### src/rtl/pim_pkg.sv
// rtl/pim_pkg.sv - shared types and encodings for the PIM memory arbiter
package pim_pkg;

  localparam int ADDR_W_DEF = 10;
  localparam int DATA_W_DEF = 32;

  typedef enum logic [1:0] {
    ST_IDLE  = 2'd0,
    ST_ISSUE = 2'd1,
    ST_WAIT  = 2'd2,
    ST_RESP  = 2'd3
  } state_t;

  localparam logic OP_READ  = 1'b0;
  localparam logic OP_WRITE = 1'b1;

  localparam logic REQ_CU   = 1'b0;
  localparam logic REQ_HOST = 1'b1;

  // A write request wins when read and write are both raised.
  function automatic logic req_op(input logic wr);
    return wr ? OP_WRITE : OP_READ;
  endfunction

endpackage

### src/rtl/pim_rr_pick.sv
// rtl/pim_rr_pick.sv - combinational 2-way round-robin picker
module pim_rr_pick
  import pim_pkg::*;
(
  input  logic [1:0] i_req,
  input  logic       i_rr_ptr,
  output logic       o_valid,
  output logic       o_id
);

  assign o_valid = |i_req;
  assign o_id    = (i_req == 2'b11) ? i_rr_ptr : (i_req[1] ? REQ_HOST : REQ_CU);

endmodule

### src/rtl/pim_mem_arbiter.sv
// rtl/pim_mem_arbiter.sv - round-robin arbiter sharing one PIM Memory between CU and host
module pim_mem_arbiter
  import pim_pkg::*;
#(
  parameter int ADDR_W  = ADDR_W_DEF,
  parameter int DATA_W  = DATA_W_DEF,
  parameter int TIMEOUT = 64
) (
  input  logic              clk,
  input  logic              rst,
  input  logic              r0_read,
  input  logic              r0_write,
  input  logic [ADDR_W-1:0] r0_addr,
  input  logic [DATA_W-1:0] r0_wdata,
  output logic [DATA_W-1:0] r0_rdata,
  output logic              r0_done,
  output logic              r0_err,
  input  logic              r1_read,
  input  logic              r1_write,
  input  logic [ADDR_W-1:0] r1_addr,
  input  logic [DATA_W-1:0] r1_wdata,
  output logic [DATA_W-1:0] r1_rdata,
  output logic              r1_done,
  output logic              r1_err,
  output logic [ADDR_W-1:0] mem_address,
  output logic [DATA_W-1:0] mem_data_in,
  input  logic [DATA_W-1:0] mem_data_out,
  output logic              mem_write,
  output logic              mem_read,
  input  logic              mem_ready,
  output logic              busy,
  output logic              grant_id
);

  localparam int CNT_W = $clog2(TIMEOUT);
  localparam logic [CNT_W-1:0] CNT_LAST = CNT_W'(TIMEOUT - 1);

  state_t            r_state;
  logic              r_id;
  logic              r_op;
  logic              r_rr_ptr;
  logic [ADDR_W-1:0] r_addr;
  logic [DATA_W-1:0] r_wdata;
  logic [DATA_W-1:0] r_rdata0;
  logic [DATA_W-1:0] r_rdata1;
  logic              r_read;
  logic              r_write;
  logic              r_busy;
  logic [1:0]        r_done;
  logic [1:0]        r_err;
  logic [CNT_W-1:0]  r_cnt;

  logic [1:0]        w_req;
  logic              w_valid;
  logic              w_id;
  logic              w_op;

  assign w_req = {r1_read | r1_write, r0_read | r0_write};
  assign w_op  = w_id ? req_op(r1_write) : req_op(r0_write);

  pim_rr_pick u_pick (
    .i_req    (w_req),
    .i_rr_ptr (r_rr_ptr),
    .o_valid  (w_valid),
    .o_id     (w_id)
  );

  always_ff @(posedge clk) begin
    if (rst) begin
      r_state  <= ST_IDLE;
      r_id     <= REQ_CU;
      r_op     <= OP_READ;
      r_rr_ptr <= REQ_CU;
      r_addr   <= '0;
      r_wdata  <= '0;
      r_rdata0 <= '0;
      r_rdata1 <= '0;
      r_read   <= 1'b0;
      r_write  <= 1'b0;
      r_busy   <= 1'b0;
      r_done   <= 2'b00;
      r_err    <= 2'b00;
      r_cnt    <= '0;
    end else begin
      r_done <= 2'b00;
      r_err  <= 2'b00;
      case (r_state)
        ST_IDLE: begin
          if (w_valid) begin
            // Strobes go out together with the latched request so they are visible in ISSUE.
            r_id    <= w_id;
            r_op    <= w_op;
            r_addr  <= w_id ? r1_addr : r0_addr;
            r_wdata <= w_id ? r1_wdata : r0_wdata;
            r_read  <= (w_op == OP_READ);
            r_write <= (w_op == OP_WRITE);
            r_busy  <= 1'b1;
            r_state <= ST_ISSUE;
          end
        end
        ST_ISSUE: begin
          r_cnt   <= '0;
          r_state <= ST_WAIT;
        end
        ST_WAIT: begin
          if (mem_ready) begin
            r_read       <= 1'b0;
            r_write      <= 1'b0;
            r_busy       <= 1'b0;
            r_done[r_id] <= 1'b1;
            if (r_op == OP_READ) begin
              if (r_id == REQ_HOST) r_rdata1 <= mem_data_out;
              else                  r_rdata0 <= mem_data_out;
            end
            r_state <= ST_RESP;
          end else if (r_cnt == CNT_LAST) begin
            r_read      <= 1'b0;
            r_write     <= 1'b0;
            r_busy      <= 1'b0;
            r_err[r_id] <= 1'b1;
            r_state     <= ST_RESP;
          end else begin
            r_cnt <= r_cnt + CNT_W'(1);
          end
        end
        ST_RESP: begin
          r_rr_ptr <= ~r_id;
          r_state  <= ST_IDLE;
        end
        default: r_state <= ST_IDLE;
      endcase
    end
  end

  assign r0_rdata    = r_rdata0;
  assign r1_rdata    = r_rdata1;
  assign r0_done     = r_done[0];
  assign r1_done     = r_done[1];
  assign r0_err      = r_err[0];
  assign r1_err      = r_err[1];
  assign mem_address = r_addr;
  assign mem_data_in = r_wdata;
  assign mem_read    = r_read;
  assign mem_write   = r_write;
  assign busy        = r_busy;
  assign grant_id    = r_id;

endmodule

### config.mk
export PLATFORM = sky130hd
export DESIGN_NAME = pim_mem_arbiter
export DESIGN_NICKNAME = d
export VERILOG_FILES = /design/src/rtl/pim_pkg.sv /design/src/rtl/pim_rr_pick.sv /design/src/rtl/pim_mem_arbiter.sv
export SDC_FILE = /design/constraint.sdc
export NUM_CORES = 1
export LEC_CHECK = 0
export CAP_MARGIN = 20
export CORE_ASPECT_RATIO = 0.6
export CORE_MARGIN = 1.5
export CORE_UTILIZATION = 45
export DETAILED_ROUTE_END_ITERATION = 16
export MAX_ROUTING_LAYER = met4
export PLACE_DENSITY = 0.86
export SETUP_SLACK_MARGIN = 0.1
export SLEW_MARGIN = 20
export SYNTH_ARGS = -nofsm -noshare
export SYNTH_HDL_FRONTEND = slang
export SYNTH_SLANG_ARGS = --single-unit
### constraint.sdc
create_clock -name clk -period 4.11 [get_ports clk]
set_input_delay 0.411 -clock clk [delete_from_list [all_inputs] [get_ports clk]]
set_output_delay 0.411 -clock clk [all_outputs]
set_load 0.02 [all_outputs]
==> results of run 1 <==
==> cell type report <==
class	count	share of cell area, %
Clock buffer	19	5.49
Inverter	5	0.227
Tap cell	144	2.18
Clock inverter	13	2.29
Sequential cell	124	30.1
Multi-Input combinational cell	396	30.0
Timing Repair Buffer	242	29.7
==> power by group <==
part	leakage [nW]	switching, mW	internal (mW)
Clock	0.310	0.547	1.05
Combinational	1.78	0.975	0.799
Sequential	1.01	0.141	1.43
==> sequential cells by signal, summed over array words and instances, names as in the netlist, 2 cells and up <==
signal       count
r_state          2
r_err            2
r_cnt            6
mem_address     10
r_done           2
r0_rdata        32
mem_data_in     32
r1_rdata        32
==> critical path, stage by stage (launching register included) <==
cell                       delay [ns]
sky130_fd_sc_hd__dfxtp_1         0.34
sky130_fd_sc_hd__inv_1           0.12
sky130_fd_sc_hd__ha_1            0.30
sky130_fd_sc_hd__nor2b_4         0.74
sky130_fd_sc_hd__buf_12          0.36
sky130_fd_sc_hd__nor2_1          0.11
sky130_fd_sc_hd__a211oi_2        0.22
==> layer usage <==
| layer | routed length [um] | vias up | share of wire [%] |
|---|---|---|---|
| met3 | 962 | 20 | 6.3 |
| met4 | 208 | 0 | 1.4 |
| met5 | 0 | - | 0 |
| met1 | 6740 | 2301 | 44 |
| met2 | 7260 | 169 | 48 |
| li1 | - | 2391 | - |
==> logic make-up after synthesis <==
family | share of synthesized area [%]
and+or+nand+nor | 17.1
DFF | 47.8
adders and majority gates | 1.44
muxes | 8.50
buffers and inverters | 5.20
AOI/OAI and AO/OA | 20.0
==> metrics by stage <==
step / setup slack, ns / power (mW) / utilization (%) / hold slack (ns)
after floorplan: 2.46 / 2.67 / - / 0.454
after CTS: 1.71 / 4.98 / 73.3 / 0.453
after detailed placement: 1.47 / 3.36 / 67.6 / 0.446
after global routing: 1.64 / 5.18 / 73.3 / 0.470
final: 1.81 / 4.94 / 73.3 / 0.451
after global placement: 1.63 / 3.28 / 67.3 / 0.441
==> Yosys cell counts (2+ instances only) <==
master,number
sky130_fd_sc_hd__a211oi_1,5
sky130_fd_sc_hd__a211oi_2,41
sky130_fd_sc_hd__a21oi_1,74
sky130_fd_sc_hd__a311oi_1,2
sky130_fd_sc_hd__buf_2,15
sky130_fd_sc_hd__buf_6,9
sky130_fd_sc_hd__clkbuf_1,17
sky130_fd_sc_hd__dfxtp_1,124
sky130_fd_sc_hd__ha_1,6
sky130_fd_sc_hd__inv_1,4
sky130_fd_sc_hd__mux2i_1,43
sky130_fd_sc_hd__nand2_1,136
sky130_fd_sc_hd__nand2b_1,6
sky130_fd_sc_hd__nand3_1,3
sky130_fd_sc_hd__nor2_1,50
sky130_fd_sc_hd__nor3_2,2
sky130_fd_sc_hd__nor4b_1,3
sky130_fd_sc_hd__o21a_1,2
sky130_fd_sc_hd__o21ai_0,2
sky130_fd_sc_hd__or3_1,4
==> final timing paths <==
path                             start                      endpoint  depth (start not counted)
max            r_state[0]$_SDFFE_PP0P_  mem_data_in[30]$_SDFFE_PP0P_                          6
min          r1_rdata[16]$_SDFFE_PP0P_     r1_rdata[16]$_SDFFE_PP0P_                          2
min reg2reg  r1_rdata[16]$_SDFFE_PP0P_     r1_rdata[16]$_SDFFE_PP0P_                          2
max reg2reg    r_state[0]$_SDFFE_PP0P_  mem_data_in[30]$_SDFFE_PP0P_                          6
==> impl_metrics.ini, run 1 <==
[global_route]
use_met3_pct = 6.80
global_route.peak_usage_layer = met2
global_route.overflow_total = 0
grtUsageMet2_pct = 41.8
grt_use_total_pct = 25.5
initial_antenna_violation_count = 0
grt_start_max_net_pins = 97
grt_pass1_wl_mm = 23.7
vias_in_the_first_global_route = 4766
use_met1_pct = 30.8

[timing]
final-hold-violation-count = 0
grt_setup_unrepaired = false
worst_slew_margin_rel_pct = 27.0
final.period_utilization_pct = 55.9
tightestPinTransition_ns = 1.09
drv_slew = 0
fmaxAchievable_mhz = 435
totalNegativeSetupSlack_ns = 0
finalSetupViolations = 0
fin_skew_ns = 0.00891
final.min_clock_period_ns = 2.30

[yosys]
synth_warnings = 0
synth_area_leader_cell = sky130_fd_sc_hd__dfxtp_1
synth.ff_latch_count = 124
synth_top_flop_cell = sky130_fd_sc_hd__dfxtp_1
ys_seq_area_share_pct = 47.8
syn-num-nets = 697
synth_largest_type_area_fraction_pct = 47.8
netlist-cell-type-count = 40
syn_area_um2 = 5200
syn-instance-count = 568
syn-mean-instance-area_um2 = 9.15
post_synth_main_area_contributors = sky130_fd_sc_hd__dfxtp_1 (48%), sky130_fd_sc_hd__a211oi_2 (9.9%), sky130_fd_sc_hd__nand2_1 (9.8%)
ys_async_sr_fraction_pct = 0
synth_enable_flop_cells = 0

[floorplan]
floorplan.rows = 30
design.die.area_um2 = 12200
dieHeight_um = 86.2
core_region_area_um2 = 11300
num_io_pins = 237
chipWidth_um = 142
initial_utilization_pct = 46.2

[final_layout]
area_growth_pct = 58.7
seq_area_um2 = 2480
multi_input_combinational_cell_area_um2 = 2480
final_nets = 915
final_common_cell = sky130_fd_sc_hd__clkdlybuf4s50_1
postLayoutCellArea_um2 = 8250
drive_gt1_share_pct = 11.4
n_fill_cell = 828
layout_common_cells = sky130_fd_sc_hd__clkdlybuf4s50_1 (235), sky130_fd_sc_hd__nand2_1 (136), sky130_fd_sc_hd__dfxtp_1 (124)
antenna_cells_inserted = 0
fin_cells = 943

[clock_tree]
cts_tree = built
cts_num_sinks = 124
clock_latency_reported_for_the_late_side_of_the_worst_skew_pair_ns = 0.41
count_of_cells_resized_by_post_cts_repair = 0
cts_made_buffers = 17
cts_setup_buffers = 0
hold_buffers = 0
clock_slew_at_reported_path_ffs_ns = 0.06
clock_tree.buffer_depth = 2
root_driver = sky130_fd_sc_hd__clkbuf_16
h-tree-depth = 4

[pwr]
power.density_cell_area_nw_per_um2 = 599
ir_drop_worst_case_vdd_mv = 0.369
power_leakage_nw = 3.11

[worst_setup_path]
required_ns = 4.43
critPathKind = flip-flop to flip-flop
timing.critical_path.from_type = flip-flop
ff2ff_setup_slack_ns = 1.81
worst-endpoint-arrival_ns = 2.62
critical_path.max_fanout = 56
end_kind = flip-flop

[run]
timing.max_cap.violations = 0

[place]
place_hpwl_mm = 10.9
portBuffers = 236
placed_cells = 911
gp_congestion = 0.802
post_dp_cell_area_um2 = 7610

[routing]
wirelength_mm = 15.2
dr_total_vias = 4881
post_route_drc = 0
initial_detailed_routing_violation_count = 236
avgViaCountPerCell = 5.18
remaining_number_of_nets_flagged_by_the_antenna_check_after_routing = 0
routed_len_inst_um = 16.1
detail_route.first_pass.iterations = 4

[status]
outcome = finished, final reports clean

[hold_path]
min_path_type = flip-flop to flip-flop
Power figures use the tool's default switching activity.
==> inputs of run 2 (changes only) <==
--- a/config.mk
+++ b/config.mk
@@ -8,10 +8,10 @@
 export CAP_MARGIN = 20
 export CORE_ASPECT_RATIO = 0.6
 export CORE_MARGIN = 1.5
-export CORE_UTILIZATION = 45
+export CORE_UTILIZATION = 38
 export DETAILED_ROUTE_END_ITERATION = 16
 export MAX_ROUTING_LAYER = met4
-export PLACE_DENSITY = 0.86
+export PLACE_DENSITY = 0.77
 export SETUP_SLACK_MARGIN = 0.1
 export SLEW_MARGIN = 20
 export SYNTH_ARGS = -nofsm -noshare
==> constraint.sdc (replaced) <==
create_clock -name clk -period 2 [get_ports clk]
set_input_delay 0.2 -clock clk [delete_from_list [all_inputs] [get_ports clk]]
set_output_delay 0.2 -clock clk [all_outputs]
set_load 0.02 [all_outputs]
==> run 2 against run 1 <==
Routed wire length rose by 1.1%. First-iteration DRC count down 19%. Clock-buffer cell count decreased by 1. Combinational power is 110% higher. Maximum frequency increased by 30%. Critical endpoint is now r_cnt[3]$_SDFFE_PP0P_.
==> impl_metrics.ini, run 2 (synthesis gave the netlist of run 1 again) <==
[routing]
topRoutingLayerUsed = met4
wirelength_mm = 15.3
post_route_drc = 0
route.met2.wl_mm = 7.59
routed_len_inst_um = 15.7
avgViaCountPerCell = 5.01
remaining_number_of_nets_flagged_by_the_antenna_check_after_routing = 0
wl_met1_mm = 6.39
detail_route.first_pass.iterations = 7
route.met3.wl_mm = 1.24
initial_detailed_routing_violation_count = 191
dr_total_vias = 4903

[floorplan]
floorplan.rows = 32
core_region_area_um2 = 13100
chipWidth_um = 154
dieHeight_um = 93.6
initial_utilization_pct = 39.7
design.die.area_um2 = 14400
num_io_pins = 237

[place]
place_hpwl_mm = 11.1
portBuffers = 236
placed_cells = 946
gp_congestion = 0.817

[global_route]
global_route.overflow_total = 0
grt_pass1_wl_mm = 24.1
grt_use_total_pct = 21.7
initial_antenna_violation_count = 0
vias_in_the_first_global_route = 5000
grt_start_max_net_pins = 69

[final_layout]
drive_gt1_share_pct = 12.6
layout_common_cells = sky130_fd_sc_hd__clkdlybuf4s50_1 (235), sky130_fd_sc_hd__nand2_1 (136), sky130_fd_sc_hd__dfxtp_1 (123)
final_common_cell = sky130_fd_sc_hd__clkdlybuf4s50_1
final_nets = 924
utilization_pct = 64.0
antenna_cells_inserted = 0
area_growth_pct = 61.3
fin_cells = 978

[pwr]
power.density_cell_area_nw_per_um2 = 1200
power_leakage_nw = 3.15
total_power_mw = 10.0
ir_drop_worst_case_vdd_mv = 0.652

[timing]
final-hold-violation-count = 0
grt_setup_unrepaired = false
finalHoldWorstSlack_ns = 0.139
totalNegativeSetupSlack_ns = 0
fin_skew_ns = 0.0108
final.min_clock_period_ns = 1.77
worst_slew_margin_rel_pct = 74.8
tightestPinTransition_ns = 0.378
drv_slew = 0
finalSetupViolations = 0
final.period_utilization_pct = 88.3
fmaxAchievable_mhz = 566

[clock_tree]
clock_tree.buffer_depth = 2
root_driver = sky130_fd_sc_hd__clkbuf_16
h-tree-depth = 4
clock_latency_reported_for_the_late_side_of_the_worst_skew_pair_ns = 0.40
clock_slew_at_reported_path_ffs_ns = 0.06
cts_setup_buffers = 0
cts_tree = built
cts_num_sinks = 124
cts_made_buffers = 17

[worst_setup_path]
critical_path.max_fanout = 9
critPathKind = flip-flop to flip-flop
required_ns = 2.30
timing.critical_path.from_type = flip-flop
end_kind = flip-flop
worst-endpoint-arrival_ns = 2.06

[run]
timing.max_cap.violations = 0

[status]
outcome = finished, final reports clean

[hold_path]
min_path_type = primary input to flip-flop
==> run 2: cell types whose count changed in the layout (fill, tap and decap cells not counted), sizes merged <==
cell / change
clkbuf: -1
inv: +2
buf: +9
clkinv: +2
clkinvlp: -1
bufinv: -2
==> run 2: worst max-delay path: stages, from the launching register on <==
cell and delay (ns):
sky130_fd_sc_hd__dfxtp_1 0.38, sky130_fd_sc_hd__inv_1 0.10, sky130_fd_sc_hd__ha_2 0.26, sky130_fd_sc_hd__nand2b_1 0.24, sky130_fd_sc_hd__a21o_1 0.23, sky130_fd_sc_hd__o21ai_0 0.14, sky130_fd_sc_hd__a311oi_1 0.31
==> run 2: report_power, final <==
| group | internal, mW | switching (mW) | leakage [nW] |
|---|---|---|---|
| clock network | 1.89 | 1.18 | 0.292 |
| registers | 2.94 | 0.272 | 1.01 |
| logic | 1.75 | 2.00 | 1.85 |
==> run 2: final timing paths <==
path	end	from	slack, ns	cells after the start
worst min register to register	r1_rdata[26]$_SDFFE_PP0P_	r1_rdata[26]$_SDFFE_PP0P_	0.45	2
worst max register to register	r_cnt[3]$_SDFFE_PP0P_	r_state[0]$_SDFFE_PP0P_	0.23	6
worst min-delay path	r_cnt[4]$_SDFFE_PP0P_	rst	0.14	2
worst max-delay path	r_cnt[3]$_SDFFE_PP0P_	r_state[0]$_SDFFE_PP0P_	0.23	6
==> run 2: stage by stage <==
step	setup WS, ns	instance area, um2
after floorplan	0.353	5200
after global placement	0.166	7770
after detailed placement	0.0642	7770
after CTS	0.110	8370
after global routing	0.116	8380
final	0.234	8380
==> run 2: layout make-up <==
type	count	area, um2
repair buffers	251	2580
clock buffers	18	439
well taps	170	213
clock inverters	14	160
fillers	1018	4710
multi-input cells	396	2480
flip-flops and latches	124	2480
inverters	5	18.8
==> run 2: routing by layer <==
metal | GRT usage [%] | up-vias
met2 | 36.6 | 177
met5 | - | -
met3 | 8.11 | 8
met4 | 7.12 | 0
li1 | - | 2411
met1 | 23.9 | 2307
==> run 2: timing repair <==
action | CTS | global route
hold buffers | 0 | 0
gates resized for setup | 0 | 3
setup endpoints to repair | 0 | 42
